<file path="src/rtl/serial_ck_pkg.sv">
// Shared widths and helpers for the serial clock generator.
package serial_ck_pkg;

  localparam int CNT_W = 32;
  localparam int PH_W  = 8;

  // True once the phase has reached or passed a toggle threshold.
  // The phase is zero-extended so the comparison is unsigned at full count
  // width. A threshold beyond the frame length is therefore never reached.
  function automatic logic at_or_past(input logic [PH_W-1:0]  ph,
                                      input logic [CNT_W-1:0] thr);
    logic [CNT_W-1:0] ph_ext;
    ph_ext = {{(CNT_W - PH_W){1'b0}}, ph};
    return (ph_ext >= thr);
  endfunction

endpackage

</file>
<file path="src/rtl/serial_ck_phase.sv">
// Phase tracker: follows the external count and advances the in-frame
// phase once per count change. It emits a one-cycle ack when a frame
// completes.
//
// There is no valid/ready handshake. Any change of cnt is one step,
// however large the jump. cnt == 0 is an idle/restart level that holds
// the phase at 0.
module serial_ck_phase
  import serial_ck_pkg::*;
(
  input  logic             clk,
  input  logic             rst,
  input  logic [CNT_W-1:0] cnt,
  input  logic [PH_W-1:0]  ncyc,
  output logic [PH_W-1:0]  ph,
  output logic             ack
);

  logic [CNT_W-1:0] cnt_q, cnt_d;
  logic [PH_W-1:0]  ph_q,  ph_d;
  logic             ack_q, ack_d;

  logic             step;
  logic             disabled;
  logic             last_phase;

  // Step detection and frame-end qualification.
  always_comb begin
    step       = (cnt != cnt_q);
    disabled   = (ncyc == '0);
    // ncyc is re-read every cycle, so a shortened frame wraps on the very
    // next step when the phase is already at or past the new end.
    last_phase = !disabled && (ph_q >= (ncyc - 8'd1));
  end

  // Next-state for the previous count, the phase and the ack pulse.
  always_comb begin
    cnt_d = cnt;
    ph_d  = ph_q;
    ack_d = 1'b0;
    if (cnt == '0) begin
      ph_d = '0;
    end else if (step) begin
      if (disabled) begin
        ph_d = '0;
      end else if (last_phase) begin
        ph_d  = '0;
        ack_d = 1'b1;
      end else begin
        ph_d = ph_q + 8'd1;
      end
    end
  end

  // State registers with synchronous reset.
  always_ff @(posedge clk) begin
    if (rst) begin
      cnt_q <= '0;
      ph_q  <= '0;
      ack_q <= 1'b0;
    end else begin
      cnt_q <= cnt_d;
      ph_q  <= ph_d;
      ack_q <= ack_d;
    end
  end

  assign ph  = ph_q;
  assign ack = ack_q;

endmodule

</file>
<file path="src/rtl/serial_ck.sv">
// Serial clock waveform generator. The y output toggles at up to three
// programmable phases within a frame. The frame is stepped by an external
// free-running count.
module serial_ck
  import serial_ck_pkg::*;
(
  input  logic             clk,
  input  logic             rst,
  input  logic [CNT_W-1:0] cnt,
  input  logic             y0,
  input  logic [PH_W-1:0]  ncyc,
  input  logic [CNT_W-1:0] n0,
  input  logic [CNT_W-1:0] n1,
  input  logic [CNT_W-1:0] n2,
  output logic             ack,
  output logic             y
);

  logic [PH_W-1:0] ph;

  serial_ck_phase u_phase (
    .clk  (clk),
    .rst  (rst),
    .cnt  (cnt),
    .ncyc (ncyc),
    .ph   (ph),
    .ack  (ack)
  );

  // Waveform: each threshold passed flips y. Equal thresholds cancel out.
  always_comb begin
    y = y0 ^ at_or_past(ph, n0) ^ at_or_past(ph, n1) ^ at_or_past(ph, n2);
  end

endmodule

</file>
<file path="config.mk">
export PLATFORM = sky130hd
export DESIGN_NAME = serial_ck
export DESIGN_NICKNAME = d
export VERILOG_FILES = /design/src/rtl/serial_ck_pkg.sv /design/src/rtl/serial_ck_phase.sv /design/src/rtl/serial_ck.sv
export SDC_FILE = /design/constraint.sdc
export NUM_CORES = 1
export LEC_CHECK = 0
export ABC_AREA = 0
export BUFFER_PORTS_ARGS = -buffer_cell sky130_fd_sc_hd__buf_2
export CAP_MARGIN = 15
export CORE_MARGIN = 2
export CORE_UTILIZATION = 50
export CTS_CLUSTER_SIZE = 16
export DETAILED_ROUTE_END_ITERATION = 10
export PLACE_DENSITY = 0.94
export SYNTH_ARGS = -nofsm -noshare
export SYNTH_HDL_FRONTEND = slang
export SYNTH_HIERARCHICAL = 1
export SYNTH_SLANG_ARGS = --single-unit
</file>
<file path="constraint.sdc">
create_clock -name clk -period 5.1 [get_ports clk]
set_input_delay 0.255 -clock clk [delete_from_list [all_inputs] [get_ports clk]]
set_output_delay 0.255 -clock clk [all_outputs]
set_load 0.005 [all_outputs]
</file>
; Word level (Yosys, flattened, before mapping)
; Cells that the tools add are included.
[classes]
mux = 3
n_addsub = 2
reduce_logical = 6
n_eq_ne = 1
magnitude_cmp = 4
bitwise_logic = 4
[op_table]
columns = operator, n
row1 = $ge 8x32->1, 3
row2 = $logic_not 32->1, 1
row3 = $ne 32x32->1, 1
row4 = $mux 8, 2
row5 = $add 8x1->8 const B, 1
row6 = $ge 8x8->1, 1
row7 = $logic_not 8->1, 1
row8 = $sub 8x1->8 const B, 1
row9 = $reduce_or 4->1, 1
row10 = $xor 1x1->1, 3
row11 = $reduce_or 2->1, 1
row12 = $logic_and 1x1->1, 1
row13 = $logic_not 1->1, 1
row14 = $mux 1, 1
row15 = $not 1->1, 1
[totals]
wordCells = 23
in_bits = 139
reg_bits = 41

; Depth between registers and ports, before layout
; Gate-level depths: netlist of the first run.
[logic_depth]
depth_word = 5
ltp_mapped = 11

; Cells and area by module
; Netlist of the first run, hierarchy kept.
[by_module_without_submodules]
columns = module, seq_area_each_um2, n_inst, cells_each, area_each_um2
row1 = serial_ck_phase, 820.8, 1, 222, 2110.8
row2 = serial_ck, 0.0, 1, 106, 755.7

; Worst setup path before layout of the first run
; Ideal clock, no wire load.
[synth_path]
kind = input -> register
from = input ncyc[4]
to = register u_phase.ph_q[2] (netlist: u_phase/ph[2])
setup_slack_ns = 2.956
path_buffers = 1
arrival_ns = 2.016
stages = 10
path_cell_list = nor3_2 > nand3_1 > nor3_1 > xnor2_1 > ha_1 > nand2_1 > o41a_2 > buf_6 > a32oi_1 > o32ai_1
[synth_between]
elab_chain_cells = 5
word_cells_on_any_way = 7
[synth_lines]
columns = item, line_no
row1 = "start, declared", serial_ck.sv:11  ; input logic [PH_W-1:0] ncyc,
row2 = $sub 8x1->8 / $logic_not 8->1 (equally long branches), "serial_ck_phase.sv:33, serial_ck_phase.sv:30"
row3 = $ge 8x8->1 / $logic_not 1->1 (equally long branches), serial_ck_phase.sv:33  ; last_phase = !disabled && (ph_q >= (ncyc - 8'd1));
row4 = $logic_and 1x1->1, serial_ck_phase.sv:33
row5 = $mux 8, serial_ck_phase.sv:46  ; end else if (last_phase) begin
row6 = $mux 8 *, serial_ck_phase.sv:44  ; if (disabled) begin
row7 = "end signal, assigned", serial_ck_phase.sv:63  ; ph_q <= ph_d;
row8 = "end, declared", serial_ck_phase.sv:20  ; logic [PH_W-1:0] ph_q, ph_d;
; Every way passes the cells marked *; elsewhere a longest branch is shown, timed or not.
; A chain may end at the register's enable or synchronous reset.

; Final worst setup path of the first run
[layout_path]
from = register u_phase.ph_q[0] (netlist: u_phase/ph[0])
to = output y
[layout_between]
elab_chain_cells = 4
word_cells_on_any_way = 6
[layout_lines]
columns = item, line_no
row1 = $ge 8x32->1, serial_ck_pkg.sv:14  ; return (ph_ext >= thr);
row2 = $xor 1x1->1 (2 in a row), serial_ck.sv:32  ; y = y0 ^ at_or_past(ph, n0) ^ at_or_past(ph, n1) ^ at_or_past(ph, n2);
row3 = $xor 1x1->1 *, serial_ck.sv:32
row4 = "end, declared", serial_ck.sv:16  ; output logic y
; Marked as above.

==> results_dict.tcl, run 1 <==
set metrics [dict create \
    maxCapViolCount 0 \
    grt_max_degree 34 \
    ys_ff_latch 41 \
    die_y_um 79.7 \
    min_path_type "primary input to flop" \
    setup_viol 0 \
    die_w_um 79.7 \
    die_area_sq_mm 0.00635 \
    grt_pass1_wl_um 12800 \
    synth_cells 328 \
    rrSetupSlack_ps 3010 \
    period_share_pct 52.2 \
    tns_ps 0 \
    fin_cells 540 \
    critical_path_buf_inv_count 2 \
    drv_slew 0 \
    viasPerCell 5.43 \
    initial_core_util_pct 52.1 \
    vdd.ir_drop.worst_uv 190 \
    routedWlPerCell_um 14.7 \
    gp_congestion 0.837 \
    clk_pin_slew_ps 80 \
    io_buffers 140 \
    grt_usage_pct 25.4 \
    cts_tree "done" \
    max_freq_mhz 376 \
    fin_ws_ps 2440 \
    clockBufferDepth 2 \
    hold_violations 0 \
    syn_nets 501 \
    relSlewSlack_pct 60.4 \
    hpwl_um 6460 \
    post_cts_buffers 0 \
    ant_nets 0 \
    cts_max_level 2 \
    nNetsFinal 640 \
    cp_data_required_time_ps 4850 \
    drive_gt1_share_pct 33.3 \
    overflow 0 \
    worstSetupEndpointType "output port" \
    cts_buffers 5 \
    ctsHoldBuffers 0 \
    yosys_warnings 6 \
    antenna_found_initial 0 \
    firstDrtPassIters 4 \
    crit_type "flop to output port" \
    status "completed" \
    crit_path_cell_trace "inv_1 -> ha_1 -> nand2b_1 -> a21o_1 -> a211oi_2 -> nor4_1 -> o2111ai_1 -> xnor3_1 -> buf_2" \
    ys_seq_area_share_pct 28.6 \
    cts_root_buf "clkbuf_8" \
    crit_fanout 5 \
    slowest_delay_ps 410 \
    drt_iter0_markers 139 \
    critPathLaunchType "flop" \
    io-pin-count 141 \
    row_count 27 \
    powerDensity_mw_per_mm2 194 \
    yosysUniqueCellTypes 41 \
    skew_ps 2.31 \
    grt_pass1_vias 2996 \
    avgSynthCellArea_sq_um 8.74 \
    tightest_slew_ps 579 \
    clock-sinks 41 \
    period_needed_ps 2660 \
    core_sq_mm 0.00551 \
    vias 2930 \
    drc 0 \
    totalWireLength_um 7950 \
    cts-resized-gates 0 \
    p_leak_uw 0.00184 \
    crit_family "compound AO/OA/AOI/OAI gates" \
    synthesis.area_sq_mm 0.00287 \
    post-place-ws_ps 2650 \
    clk_latency_ps 300 \
    crit_slowest_cell "xnor3_1" \
    antenna_cells 0 \
    rsz0062_at_grt "false" \
    dp.cells 532 \
    area_growth_pct 28.8 \
    cp.arrival_ps 2410 \
]
-- kinds of logic (layout without fill, tap and decap cells) --
group           count (synthesis)  in the layout  synth area share [%]
simple gates                  133            133                  26.8
xor+xnor                       40             40                  12.7
fa+ha+maj                      34             34                  14.8
compound gates                 43             43                  11.4
buf+inv                        37            177                  5.63
flops                          41             41                  28.6
-- worst reg2reg max path: stages, from the launching register on --
cell and delay, ps:
dfxtp_1 400, inv_1 110, ha_1 280, nand2b_4 140, a2111oi_2 370, o41a_2 310
nand2_4 110, o32ai_1 290
-- synthesized netlist by cell type (all sizes together) --
cell type / instances / area share, %
o41a: 1 / 0.44
nand3: 8 / 1.4
a2111oi: 2 / 0.83
a32oi: 6 / 1.8
nor3: 4 / 0.87
inv: 29 / 3.8
ha: 34 / 15
nand2: 21 / 3.0
buf: 5 / 1.4
o21a: 3 / 0.79
a21o: 1 / 0.26
nand2b: 3 / 0.92
o2111ai: 5 / 1.5
a21oi: 11 / 2.1
or3: 2 / 0.44
xnor3: 1 / 0.79
o211ai: 1 / 0.26
nor2b: 32 / 7.0
nor4: 35 / 7.6
or2: 2 / 0.44
o32ai: 6 / 1.8
nor2: 14 / 1.9
nand4: 4 / 0.87
a211oi: 2 / 0.70
clkbuf: 3 / 0.39
dfxtp: 41 / 29
xor2: 35 / 11
nand3b: 3 / 0.79
and4: 5 / 1.5
xnor2: 4 / 1.2
o21ai: 5 / 0.87
-- layout by cell type, fill, tap and decap left out, drive strengths merged, types with 6 or more instances in the layout --
cell type / count
a21oi: 11
a32oi: 6
buf: 140
dfxtp: 41
ha: 34
inv: 29
nand2: 21
nand3: 8
nor2: 14
nor2b: 32
nor4: 35
o32ai: 6
xor2: 35
-- registers in the layout, indices dropped and copies added (netlist names) --
register	flops
u_phase/cnt_q	32
u_phase/ph	8
u_phase/ack	1
-- layout make-up --
cell class / count / area (sq um)
fill: 444 / 1820
timing repair buffer: 140 / 701
multi-input combinational: 250 / 1880
sequential: 41 / 821
clock buffer: 5 / 68.8
tap: 72 / 90.1
clock inverter: 3 / 17.5
inverter: 29 / 109
-- power breakdown --
part / switching, uW / leakage (uW) / internal [uW] / total [uW]
registers: 10.2 / 0.000340 / 336 / 346
logic: 75.8 / 0.00145 / 86.2 / 162
clock network: 115 / 0.0000439 / 94.4 / 209
-- metrics by stage --
stage               util (%)  hold WS (ps)  total power (uW)  cell area [sq um]
global placement        65.5           499               504               3600
detailed placement      65.5           514               514               3600
CTS                     67.0           207               721               3690
global route            67.0           215               757               3690
floorplan                  -           327               430               2870
finish                  67.0           210               717               3690
-- metal layers --
layer / up-vias / part of all wire (%) / global-route usage, %
li1: 1461 / - / -
met1: 1328 / 40 / 27.4
met2: 116 / 50 / 47.1
met3: 25 / 7.0 / 5.66
met4: 0 / 3.1 / 11.0
met5: - / 0 / 0
-- worst paths after layout --
kind,to,startpoint,cells past startpoint
setup / recovery,y,u_phase/ph[0],9
hold / removal,u_phase/cnt_q[18],cnt[18],2
setup reg to reg,u_phase/ph[3],u_phase/ph[0],7
hold reg to reg,u_phase/ph[0],u_phase/ph[0],2
Note: power is estimated with default switching activity, not from simulation.
==> run 2, diff against run 1 <==
- CORE_UTILIZATION: 50 -> 47
- PLACE_DENSITY: 0.94 -> 0.9
- clock period: 5.1 -> 2.55 ns (I/O delays scaled with it)
==> run 2 against run 1 <==
Count of clock-buffer cells in the layout up 1. Critical path depth down 2. Clock skew up 5.0 ps. Global-route usage down 2.0 points. Non-clock buffer count unchanged. Critical path type unchanged. Clock power up 100%. Register-to-register slack worse by 2500 ps. Die area up 6.1%. Cell count up 0.56%.
==> results_dict.tcl, run 2 (synthesis gave the netlist of run 1 again) <==
set metrics [dict create \
    status "completed" \
    min_path_type "primary input to flop" \
    viasPerCell 5.34 \
    die_w_um 82.1 \
    r2r_end "u_phase/ph[2]" \
    antenna_found_initial 0 \
    rrSetupSlack_ps 520 \
    cts_root_buf "clkbuf_8" \
    die_y_um 82.1 \
    vdd.ir_drop.worst_uv 490 \
    die_area_sq_mm 0.00674 \
    powerDensity_mw_per_mm2 386 \
    io_buffers 140 \
    r2r_start "u_phase/ph[0]" \
    firstDrtPassIters 5 \
    grt_max_degree 34 \
    nNetsFinal 640 \
    hpwl_um 6210 \
    ctsHoldBuffers 0 \
    crit_fanout 8 \
    antenna_cells 0 \
    whs_ps 80.0 \
    multi_input_area_sq_mm 0.00189 \
    hold_start "cnt[29]" \
    clockBufferDepth 2 \
    drive_gt1_share_pct 33.8 \
    seq_area_sq_um 823 \
    ff2ff_path_depth 7 \
    ant_nets 0 \
    largest_register_ff_count 32 \
    worstSetupEndpointType "output port" \
    drt_iter0_markers 119 \
    fill_cells 502 \
    clock-sinks 41 \
    skew_ps 7.32 \
    grt_pass1_wl_um 12400 \
    initial_core_util_pct 48.4 \
    io-pin-count 141 \
    tightest_slew_ps 605 \
    cts_max_level 2 \
    gp_congestion 0.848 \
    layout.cells.most_common "buf_2" \
    cts_buffers 5 \
    row_count 28 \
    clk_pin_slew_ps 80 \
    core_sq_mm 0.00592 \
    rsz0062_at_grt "false" \
    clk_latency_ps 290 \
    cp_data_required_time_ps 2420 \
    min_delay_path_depth 2 \
    layout_common_cells "buf_2 (140), dfxtp_1 (39), nor4_1 (35), xor2_1 (35), ha_1 (34)" \
    drv_slew 0 \
    critPathLaunchType "flop" \
    top_register "u_phase/cnt_q" \
    grt_usage_pct 23.5 \
    setup_viol 0 \
    area_growth_pct 29.2 \
    period_share_pct 93.0 \
    hold_violations 0 \
    routedWlPerCell_um 14.0 \
    min_to "u_phase/cnt_q[29]" \
    overflow 0 \
    totalWireLength_um 7610 \
    p_leak_uw 0.00183 \
    max_freq_mhz 422 \
    relSlewSlack_pct 59.6 \
    cp.arrival_ps 2240 \
    drc 0 \
    cts_tree "done" \
    maxCapViolCount 0 \
    crit_type "flop to output port" \
    vias 2898 \
    grt_pass1_vias 2977 \
    tns_ps 0 \
    period_needed_ps 2370 \
]
[run 2: where the power goes]
group / internal, uW / switching, uW / leakage (uW)
registers: 672 / 21.5 / 0.000341
logic: 171 / 148 / 0.00145
clock network: 193 / 225 / 0.0000374
total: 1040 / 395 / 0.00183
[run 2: final cells by class]
type                            count  area share (%)
Multi-Input combinational cell    250            51.0
Sequential cell                    41            22.2
Timing Repair Buffer              140            18.9
Inverter                           29            2.94
Tap cell                           75            2.53
Clock buffer                        6            1.96
Clock inverter                      2           0.405
[run 2: stage by stage]
step	setup slack (ps)	std cells	instance area, sq um	util, %	power, uW
2_1_floorplan	533	328	2870	-	861
3_3_place_gp	329	535	3610	60.9	1010
3_5_place_dp	228	535	3610	60.9	1030
4_1_cts	9.56	543	3700	62.4	1440
5_1_grt	69.2	543	3700	62.6	1510
6_report	180	543	3700	62.6	1430
[run 2: critical path, stage by stage, from the launching register on]
cell and delay, ps:
dfxtp_1 520, ha_1 330, a21oi_1 150, o211ai_1 90, o21ai_1 190, xnor2_1 180
xnor3_1 340, buf_2 130
[run 2: how the worst max path moves through the flow]
stage	cells after the start	start	endpoint	slack, ps
after floorplan	10	ncyc[4]	u_phase/ph[2]	530
after global placement	10	ncyc[4]	u_phase/ph[4]	330
after detailed placement	10	ncyc[4]	u_phase/ph[2]	230
after CTS	9	u_phase/ph[0]	y	10
final	7	u_phase/ph[5]	y	180
after global routing	7	u_phase/ph[5]	y	70
[run 2: routing by layer]
metal | up-vias | share of wire, % | track usage, %
met5 | - | 0 | 0
met4 | 0 | 1.7 | 9.00
met3 | 18 | 7.5 | 4.78
met2 | 123 | 50 | 44.5
met1 | 1300 | 40 | 25.4
li1 | 1457 | - | -
[run 2: timing repair]
| item | 4_1_cts | 5_1_grt |
|---|---|---|
| setup endpoints to repair | 0 | 1 |
| endpoints found under the hold margin | 0 | 0 |
| setup buffers | 0 | 0 |
| gates resized for setup | 0 | 4 |
==> run 3, diff against run 2 <==
- PLACE_DENSITY: 0.9 -> not set
- PLACE_DENSITY_LB_ADDON: not set -> 0.1
==> run 3 against run 2 <==
Design area up 0.68%. Clock skew hardly changed. Die area is the same. Core utilization rose by 0.42 points. Sequential share of layout area fell by 0.15 points. Power increased by 4.5%. Critical path type unchanged. Largest cell class unchanged. Highest routed layer unchanged.
==> results_dict.tcl, run 3 (synthesis gave the netlist of run 1 again) <==
set metrics [dict create \
    status "completed" \
    gp_congestion 0.846 \
    post_cts_buffers 0 \
    clk_pin_slew_ps 80 \
    crit_type "flop to output port" \
    layout_common_cells "buf_2 (140), dfxtp_1 (39), nor4_1 (35), xor2_1 (35), ha_1 (34)" \
    multi_input_area_sq_mm 0.00189 \
    firstDrtPassIters 4 \
    clk_latency_ps 290 \
    cp_data_required_time_ps 2420 \
    totalWireLength_um 8140 \
    tns_ps 0 \
    min_path_type "primary input to flop" \
    clockBufferDepth 2 \
    powerDensity_mw_per_mm2 401 \
    grt_usage_pct 25.5 \
    relSlewSlack_pct 58.3 \
    die_area_sq_mm 0.00674 \
    fill_cells 537 \
    io-pin-count 141 \
    cp.arrival_ps 2220 \
    hold_violations 0 \
    die_y_um 82.1 \
    viasPerCell 5.25 \
    clock-sinks 41 \
    critPathLaunchType "flop" \
    r2r_start "u_phase/ph[0]" \
    initial_core_util_pct 48.4 \
    row_count 28 \
    ctsHoldBuffers 0 \
    crit_fanout 7 \
    routedWlPerCell_um 15.0 \
    utilization_pct 63.0 \
    p_leak_uw 0.00186 \
    drc 0 \
    core_sq_mm 0.00592 \
    grt_pass1_wl_um 13000 \
    crit_path_start "u_phase/ph[6]" \
    cts_tree "done" \
    hpwl_um 6750 \
    cts_buffers 5 \
    antenna_cells 0 \
    setup_viol 0 \
    io_buffers 140 \
    skew_ps 7.07 \
    power_uw 1490 \
    period_needed_ps 2340 \
    cts_root_buf "clkbuf_8" \
    grt_pass1_vias 2885 \
    seq_area_sq_um 823 \
    tightest_slew_ps 625 \
    max_freq_mhz 426 \
    nNetsFinal 641 \
    layout.cells.most_common "buf_2" \
    rsz0062_at_grt "false" \
    post-place-ws_ps 250 \
    hold_start "cnt[11]" \
    maxCapViolCount 0 \
    vias 2858 \
    drive_gt1_share_pct 34.1 \
    vdd.ir_drop.worst_uv 422 \
    die_w_um 82.1 \
    area_growth_pct 30.1 \
    worstSetupEndpointType "output port" \
    overflow 0 \
    top_register "u_phase/cnt_q" \
    drt_iter0_markers 163 \
    cts_max_level 2 \
    grt_max_degree 34 \
    ant_nets 0 \
    antenna_found_initial 0 \
    period_share_pct 92.0 \
    drv_slew 0 \
    largest_register_ff_count 32 \
    fin_ws_ps 205 \
]
## run 3: cell types whose count changed in the layout (fill, tap and decap cells not counted), sizes merged
cell      before  now
buf          140  141
inv           29   30
clkinvlp       2    0
clkbuf         6    7
## run 3: worst max-delay path: stages, from the launching register on
cell and delay [ps]:
dfxtp_1 550, ha_1 330, nand4_1 100, o211ai_1 90, o21ai_1 170, xnor2_1 180, xnor3_1 370, buf_2 140
## run 3: cell type report
cell class,instances,area share (%)
Multi-Input combinational cell,250,50.7
Sequential cell,41,22.1
Tap cell,75,2.52
Clock buffer,7,2.58
Inverter,29,2.92
Timing Repair Buffer,141,19.0
Clock inverter,1,0.235
## run 3: what timing repair did
item / in CTS / in global routing
setup endpoints to repair: 1 / 1
pin swaps: 0 / 1
cloned: 0 / 0
resized for setup: 1 / 3
## run 3: worst paths after layout
check | cells after the start | endpoint | slack (ps)
setup reg to reg | 7 | u_phase/ph[5] | 500
setup / recovery | 7 | y | 210
hold reg to reg | 2 | u_phase/ph[0] | 500
hold / removal | 2 | u_phase/cnt_q[11] | 80
## run 3: report_power, final
part | internal [uW] | switching, uW
logic | 171 | 151
clock network | 250 | 231
registers | 672 | 20.0
## run 3: stage by stage
| step | hold WS [ps] | area, sq um | cells |
|---|---|---|---|
| 2_1_floorplan | 199 | 2870 | 328 |
| 3_3_place_gp | 380 | 3620 | 536 |
| 3_5_place_dp | 385 | 3620 | 536 |
| 4_1_cts | 75.5 | 3720 | 544 |
| 5_1_grt | 87.4 | 3730 | 544 |
| 6_report | 79.1 | 3730 | 544 |
## run 3: metal layers
metal  part of all wire, %  track usage, %  wire [um]
met5                     0               0          0
met1                    45            32.1       3650
met3                   5.9            3.70        478
met4                   2.5            9.33        200
met2                    47            44.2       3810
